### config.mk
export PLATFORM = sky130hd
export DESIGN_NAME = sm83_sequencer
export DESIGN_NICKNAME = d
export VERILOG_FILES = /design/src/rtl/sm83_pkg.sv /design/src/rtl/sm83_irq_prio.sv /design/src/rtl/sm83_sequencer.sv
export SDC_FILE = /design/constraint.sdc
export NUM_CORES = 1
export LEC_CHECK = 0
export CORE_ASPECT_RATIO = 1.2
export CORE_MARGIN = 3
export CORE_UTILIZATION = 47
export DETAILED_ROUTE_END_ITERATION = 10
export PLACE_DENSITY_LB_ADDON = 0.12
export SLEW_MARGIN = 15
export SYNTH_ARGS = -nofsm -noshare
export SYNTH_HDL_FRONTEND = slang
export SYNTH_SLANG_ARGS = --single-unit
### constraint.sdc
create_clock -name clk -period 2.9 [get_ports clk]
set_clock_uncertainty 0.2 [all_clocks]
set_input_delay 0.58 -clock clk [delete_from_list [all_inputs] [get_ports clk]]
set_output_delay 0.58 -clock clk [all_outputs]
set_load 0.005 [all_outputs]
### src/rtl/sm83_pkg.sv
// rtl/sm83_pkg.sv - shared types and constants for the SM83 sequencer
//
// Purpose: sequencer state encoding, bus word size and interrupt vector
// layout, plus a helper that maps a source index to its restart vector.
// Ports: none (package).
package sm83_pkg;

  localparam int WORD_SIZE = 8;
  localparam logic [WORD_SIZE-1:0] INT_VEC_BASE = 8'h40;
  localparam int INT_VEC_STEP = 8;

  typedef enum logic [1:0] {
    ST_RUN  = 2'd0,
    ST_HALT = 2'd1,
    ST_STOP = 2'd2,
    ST_INT  = 2'd3
  } seq_state_e;

  // Restart address of interrupt source idx: 0x40, 0x48, 0x50, ...
  function automatic logic [WORD_SIZE-1:0] irq_vector(input logic [WORD_SIZE-1:0] idx);
    return INT_VEC_BASE + idx * WORD_SIZE'(INT_VEC_STEP);
  endfunction

endpackage

### src/rtl/sm83_irq_prio.sv
// rtl/sm83_irq_prio.sv - fixed-priority interrupt encoder, bit 0 highest
//
// Purpose: pick the lowest-numbered pending request.
// Ports:
//   req_i     in   NUM_IRQ  pending requests (IE & IF)
//   onehot_o  out  NUM_IRQ  one-hot winner, all zero when nothing pending
//   idx_o     out  IDX_W    index of the winner, zero when nothing pending
//   valid_o   out  1        at least one request pending
module sm83_irq_prio #(
  parameter int NUM_IRQ = 5,
  parameter int IDX_W   = 3
) (
  input  logic [NUM_IRQ-1:0] req_i,
  output logic [NUM_IRQ-1:0] onehot_o,
  output logic [IDX_W-1:0]   idx_o,
  output logic               valid_o
);

  // Scan from the top down so the lowest set bit is the last writer.
  always_comb begin
    onehot_o = '0;
    idx_o    = '0;
    valid_o  = 1'b0;
    for (int i = NUM_IRQ - 1; i >= 0; i--) begin
      if (req_i[i]) begin
        onehot_o    = '0;
        onehot_o[i] = 1'b1;
        idx_o       = IDX_W'(i);
        valid_o     = 1'b1;
      end
    end
  end

endmodule

### src/rtl/sm83_sequencer.sv
// rtl/sm83_sequencer.sv - SM83 M/T-cycle sequencer with HALT/STOP and interrupt dispatch
//
// Purpose: owns the opcode register, CB-bank flag, T/M counters, HALT/STOP
// states and the interrupt dispatch sequence.
// Optional feature: define SM83_HALT_BUG_EN to model the HALT bug (leaving
// HALT with ime=0 and a pending interrupt re-reads the next byte, pc_inc=0).
// Ports:
//   clk          in   1        core clock
//   reset_n      in   1        asynchronous active-low reset
//   ce           in   1        T-state enable
//   data_in      in   8        bus read data, valid at t_cycle==3
//   mcyc_last    in   1        current M-cycle is last of instruction
//   dec_halt     in   1        decoder: HALT
//   dec_stop     in   1        decoder: STOP
//   dec_prefix   in   1        decoder: CB prefix
//   ime          in   1        interrupt master enable
//   irq_pending  in   NUM_IRQ  IE & IF
//   wake         in   1        STOP exit
//   opcode       out  8        current opcode
//   bank_cb      out  1        opcode is CB-prefixed
//   in_halt      out  1        in HALT
//   in_alu       out  1        opcode is an ALU operation
//   t_cycle      out  2        T-state
//   m_cycle      out  3        M-cycle index
//   fetch        out  1        this M-cycle fetches the next opcode
//   pc_inc       out  1        advance PC on this fetch
//   int_active   out  1        dispatching an interrupt
//   irq_ack      out  NUM_IRQ  one-hot acknowledge pulse
//   int_vector   out  8        restart address of the acked source
module sm83_sequencer
  import sm83_pkg::*;
#(
  parameter int NUM_IRQ    = 5,
  parameter int DISPATCH_M = 5
) (
  input  logic               clk,
  input  logic               reset_n,
  input  logic               ce,
  input  logic [7:0]         data_in,
  input  logic               mcyc_last,
  input  logic               dec_halt,
  input  logic               dec_stop,
  input  logic               dec_prefix,
  input  logic               ime,
  input  logic [NUM_IRQ-1:0] irq_pending,
  input  logic               wake,
  output logic [7:0]         opcode,
  output logic               bank_cb,
  output logic               in_halt,
  output logic               in_alu,
  output logic [1:0]         t_cycle,
  output logic [2:0]         m_cycle,
  output logic               fetch,
  output logic               pc_inc,
  output logic               int_active,
  output logic [NUM_IRQ-1:0] irq_ack,
  output logic [7:0]         int_vector
);

  localparam int IDX_W = (NUM_IRQ > 1) ? $clog2(NUM_IRQ) : 1;
  localparam logic [2:0] SEL_M  = 3'd2;
  localparam logic [2:0] LAST_M = 3'(DISPATCH_M - 1);

  seq_state_e         state_q, state_d;
  logic [1:0]         t_q, t_d;
  logic [2:0]         m_q, m_d;
  logic [7:0]         opcode_q, opcode_d;
  logic               bank_cb_q, bank_cb_d;
  logic [7:0]         int_vector_q, int_vector_d;
  logic [NUM_IRQ-1:0] ack_sel_q, ack_sel_d;
  // Set when returning to RUN from HALT/STOP/INT: the next M-cycle must
  // fetch, and the stale opcode's halt/stop strobes no longer apply.
  logic               force_fetch_q, force_fetch_d;
`ifdef SM83_HALT_BUG_EN
  logic               halt_bug_q, halt_bug_d;
`endif

  logic [NUM_IRQ-1:0] prio_onehot;
  logic [IDX_W-1:0]   prio_idx;
  logic               prio_valid;

  logic m_end, irq_any, fetch_now, halt_eff, stop_eff, load_now;

  sm83_irq_prio #(
    .NUM_IRQ (NUM_IRQ),
    .IDX_W   (IDX_W)
  ) u_irq_prio (
    .req_i    (irq_pending),
    .onehot_o (prio_onehot),
    .idx_o    (prio_idx),
    .valid_o  (prio_valid)
  );

  assign m_end     = ce && (t_q == 2'd3);
  assign irq_any   = |irq_pending;
  assign fetch_now = (state_q == ST_RUN) && (mcyc_last || force_fetch_q);
  assign halt_eff  = dec_halt && !force_fetch_q;
  assign stop_eff  = dec_stop && !force_fetch_q;

  always_comb begin
    state_d       = state_q;
    t_d           = t_q;
    m_d           = m_q;
    opcode_d      = opcode_q;
    bank_cb_d     = bank_cb_q;
    int_vector_d  = int_vector_q;
    ack_sel_d     = ack_sel_q;
    force_fetch_d = force_fetch_q;
`ifdef SM83_HALT_BUG_EN
    halt_bug_d    = halt_bug_q;
`endif
    load_now      = 1'b0;
    if (ce) begin
      t_d = t_q + 2'd1;
      if (t_q == 2'd3) begin
        m_d = m_q + 3'd1;
        case (state_q)
          ST_RUN: begin
            if (fetch_now) begin
              force_fetch_d = 1'b0;
`ifdef SM83_HALT_BUG_EN
              halt_bug_d    = 1'b0;
`endif
              // A pending interrupt overrides HALT; a CB prefix is never
              // split from its second byte.
              if (halt_eff && !irq_any) begin
                state_d = ST_HALT;
                m_d     = 3'd0;
              end else if (stop_eff) begin
                state_d = ST_STOP;
                m_d     = 3'd0;
              end else if (ime && irq_any && !dec_prefix) begin
                state_d = ST_INT;
                m_d     = 3'd0;
              end else begin
                load_now  = 1'b1;
                opcode_d  = data_in;
                bank_cb_d = dec_prefix;
                m_d       = 3'd0;
              end
            end
          end
          ST_HALT: begin
            if (irq_any) begin
              m_d = 3'd0;
              if (ime) begin
                state_d = ST_INT;
              end else begin
                state_d       = ST_RUN;
                force_fetch_d = 1'b1;
`ifdef SM83_HALT_BUG_EN
                halt_bug_d    = 1'b1;
`endif
              end
            end
          end
          ST_STOP: begin
            if (wake) begin
              state_d       = ST_RUN;
              m_d           = 3'd0;
              force_fetch_d = 1'b1;
            end
          end
          ST_INT: begin
            // The winning source is frozen here so later IF changes cannot
            // retarget a dispatch already in flight.
            if (m_q == SEL_M) begin
              ack_sel_d    = prio_onehot;
              int_vector_d = prio_valid ? irq_vector(WORD_SIZE'(prio_idx)) : 8'h00;
            end
            if (m_q == LAST_M) begin
              state_d       = ST_RUN;
              m_d           = 3'd0;
              force_fetch_d = 1'b1;
            end
          end
          default: ;
        endcase
      end
    end
  end

  always_ff @(posedge clk or negedge reset_n) begin
    if (!reset_n) begin
      state_q       <= ST_RUN;
      t_q           <= 2'd0;
      m_q           <= 3'd0;
      opcode_q      <= 8'h00;
      bank_cb_q     <= 1'b0;
      int_vector_q  <= 8'h00;
      ack_sel_q     <= '0;
      force_fetch_q <= 1'b0;
`ifdef SM83_HALT_BUG_EN
      halt_bug_q    <= 1'b0;
`endif
    end else begin
      state_q       <= state_d;
      t_q           <= t_d;
      m_q           <= m_d;
      opcode_q      <= opcode_d;
      bank_cb_q     <= bank_cb_d;
      int_vector_q  <= int_vector_d;
      ack_sel_q     <= ack_sel_d;
      force_fetch_q <= force_fetch_d;
`ifdef SM83_HALT_BUG_EN
      halt_bug_q    <= halt_bug_d;
`endif
    end
  end

  // PC advances only when a byte is actually consumed into the opcode
  // register; a fetch that diverts to HALT/STOP/INT leaves it for refetch.
`ifdef SM83_HALT_BUG_EN
  assign pc_inc = load_now && !halt_bug_q && !(halt_eff && irq_any);
`else
  assign pc_inc = load_now;
`endif

  assign irq_ack    = ((state_q == ST_INT) && (m_q == LAST_M) && m_end) ? ack_sel_q : '0;
  assign opcode     = opcode_q;
  assign bank_cb    = bank_cb_q;
  assign in_halt    = (state_q == ST_HALT);
  assign int_active = (state_q == ST_INT);
  assign t_cycle    = t_q;
  assign m_cycle    = m_q;
  assign fetch      = fetch_now;
  assign int_vector = int_vector_q;
  assign in_alu     = !bank_cb_q && ((opcode_q[7:6] == 2'b10) ||
                                     ((opcode_q[7:6] == 2'b11) && (opcode_q[2:0] == 3'b110)));

endmodule
==> reports/results.ini <==
[status]
status=finished clean

[global_routing]
grt_max_degree=27
grt_pass1_wl_um=5730
grt_use_total=0.198
grt-ovfl-total=0
antenna_found_initial=0
grt_pass1_vias=1267

[timing]
finalSetupViolCount=0
setup-tns-final_ns=0
max_freq_ghz=0.355
hold_violations=0
fin_crit_ns=2.82
grt_setup_unrepaired=no
slew_viol_final=0
fin_crit_sh=0.973
relSlewSlack=0.559
tightest_slew_ns=0.660
hold_ws_ns=0.281

[routing]
drtIter0Drc=38
vias=1245
antenna_left=0
avgViaCountPerCell=5.12
post_drt_wl_per_cell_um=14.5
drc=0
dr.pass1.iters=4
wl_um=3510

[critical_path]
cp-end-kind=output port
critical_path_class=primary input to output port
critPathBufInv=3
worstPathMaxFanout=2
required_ns=2.12
cp_top_family=simple AND/OR/NAND/NOR gates
start_kind=primary input
r2r-start=force_fetch_q
cp-startpoint=irq_pending[1]
crit_slowest_cell=or4_4
critPathMaxStageDelay_ns=0.56
path_cells=dlygate4sd2_1, or4_4, nor2_4, o311a_4, nand2_8, inv_1, clkdlybuf4s15_2
cp.arrival_ns=2.04

[clock_tree]
cts_buffers=3
clk_latency_ns=0.32
clock-sinks=26
clock_path_buffers=2
hold_buffers=0
cts.clk_slew.worst_paths_ns=0.13
h-tree-depth=1
cts_tree=done
root_buffer=clkbuf_4

[placement]
placed_area_sq_um=2020
dp_cells=231
port-buffer-count=49
dp.final_hpwl_um=2720
gp_congestion=0.870

[yosys]
yosys.area.top_type=dfrtp_1
yosysUniqueCellTypes=36
synth-edff-count=0
synth.top_cell.area_share=0.466
synthCells=136
synthTopCellsByArea=dfrtp_1 47%, mux2_4 9.7%, nand2_1 6.2%
syn-cell-area_sq_um=1400
yosys-top-cells-count=26 x dfrtp_1, 23 x nand2_1, 9 x mux2_4, 8 x inv_1, 8 x o21ai_0
ys_warn_count=0
async_flop_share=1.00
synth.avg_cell_area_sq_um=10.3
synth-seq-cells=26
synth_flop_cell=dfrtp_1
synth.most_common_cell=dfrtp_1
ys_seq_area_frac=0.466

[floorplanning]
io_pins=54
die_y_um=65.7
die_x_um=55.8
core_sq_um=2810
die-area_sq_um=3660
initial_core_util=0.497
rows=21

[pwr]
power_per_cell_area_nw_per_um2=678
p_total_mw=1.45
max-vdd-ir-drop_mv=0.557
cellLeakagePower_nw=1.00

[cells_and_area]
antenna_cells=0
final_cells=243
drive_above_1_share=0.220
nFillCells=206
nNetsFinal=236
area_delta_synth_final_pct=53.3
fin_area_sq_um=2140

[flow_run]
cap_viol_max_count=0

[hold_path]
holdCritStartpoint=ack_sel_q[1]
hold_path.class=flop to flop

## logic make-up after synthesis
logic type,share of synthesized area
muxes,0.105
buffers and inverters,0.0529
DFF,0.466
other,0.00269
xor gates and xnor gates,0.0125
adders and majority gates,0.0358
AOI/OAI and AO/OA,0.0923
and+or+nand+nor,0.233
## tightest hold or removal path: cells and delay by family (launching register included)
kind,cells,cell delay [ns]
flops,1,0.36
simple gates,2,0.10
## state kept, by name (all words and copies together) (netlist names)
register       cells
int_vector         4
ack_sel_q          5
state_q            2
force_fetch_q      1
t_cycle            2
m_cycle            3
bank_cb            1
opcode             8
## cells in the final DEF (no fill, tap or decap), types with 2 or more instances in the layout
| cell type | instances |
|---|---|
| clkdlybuf4s50_1 | 44 |
| dfrtp_1 | 26 |
| nand2_1 | 23 |
| buf_4 | 23 |
| mux2_4 | 9 |
| inv_1 | 8 |
| o21ai_0 | 8 |
| and2_1 | 7 |
| nor2_1 | 4 |
| nand3_1 | 4 |
| a21oi_1 | 4 |
| ha_1 | 4 |
| conb_1 | 4 |
| dlygate4sd2_1 | 4 |
| nand2b_1 | 3 |
| clkbuf_4 | 3 |
| nor2_4 | 2 |
| or3_1 | 2 |
| o22a_1 | 2 |
| xor2_1 | 2 |
| nand4_1 | 2 |
## routing by layer
metal,up-vias,routed length (um),global-route usage
li1,600,-,-
met1,599,1430,0.246
met2,40,1850,0.351
met3,6,173,0.0255
met4,0,59,0.0760
met5,-,0,0
## repair_timing
action                                  4_1_cts  5_1_grt
gates resized for setup                      11        2
pin swaps                                     4        1
gates cloned                                  0        0
setup buffers                                 8        0
endpoints found under the setup margin        6        6
## final cells by class
type	instances	area, sq um	share of cell area
multi-input cells	98	711	0.332
repair buffers	73	671	0.313
flip-flops and latches	26	651	0.304
well taps	34	42.5	0.0199
clock buffers	4	36.3	0.0169
inverters	8	30.0	0.0140
## stage by stage
| step | setup slack, ns | utilization |
|---|---|---|
| global placement | -0.383 | 0.717 |
| finish | 0.0793 | 0.761 |
| CTS | 0.0287 | 0.758 |
| global route | 0.00539 | 0.761 |
| floorplan | 0.519 | - |
| detailed placement | -0.363 | 0.717 |
## report_power, final
group          leakage [nW]  internal, mW  switching (mW)  total (mW)
sequential            0.340         0.479           0.118       0.596
clock                0.0210        0.0768           0.103       0.180
combinational         0.640         0.425           0.250       0.675
total                  1.00         0.980           0.471        1.45
## final timing paths
path	to	slack (ns)	cells past startpoint
worst min register to register	ack_sel_q[1]	0.28	2
max in group asynchronous	int_vector[6]	1.84	2
worst max-delay path	pc_inc	0.08	7
worst max register to register	state_q[1]	0.65	12
min in group asynchronous	int_vector[5]	0.41	2
worst min-delay path	ack_sel_q[1]	0.28	2
Note: power is estimated with default switching activity, not from simulation.
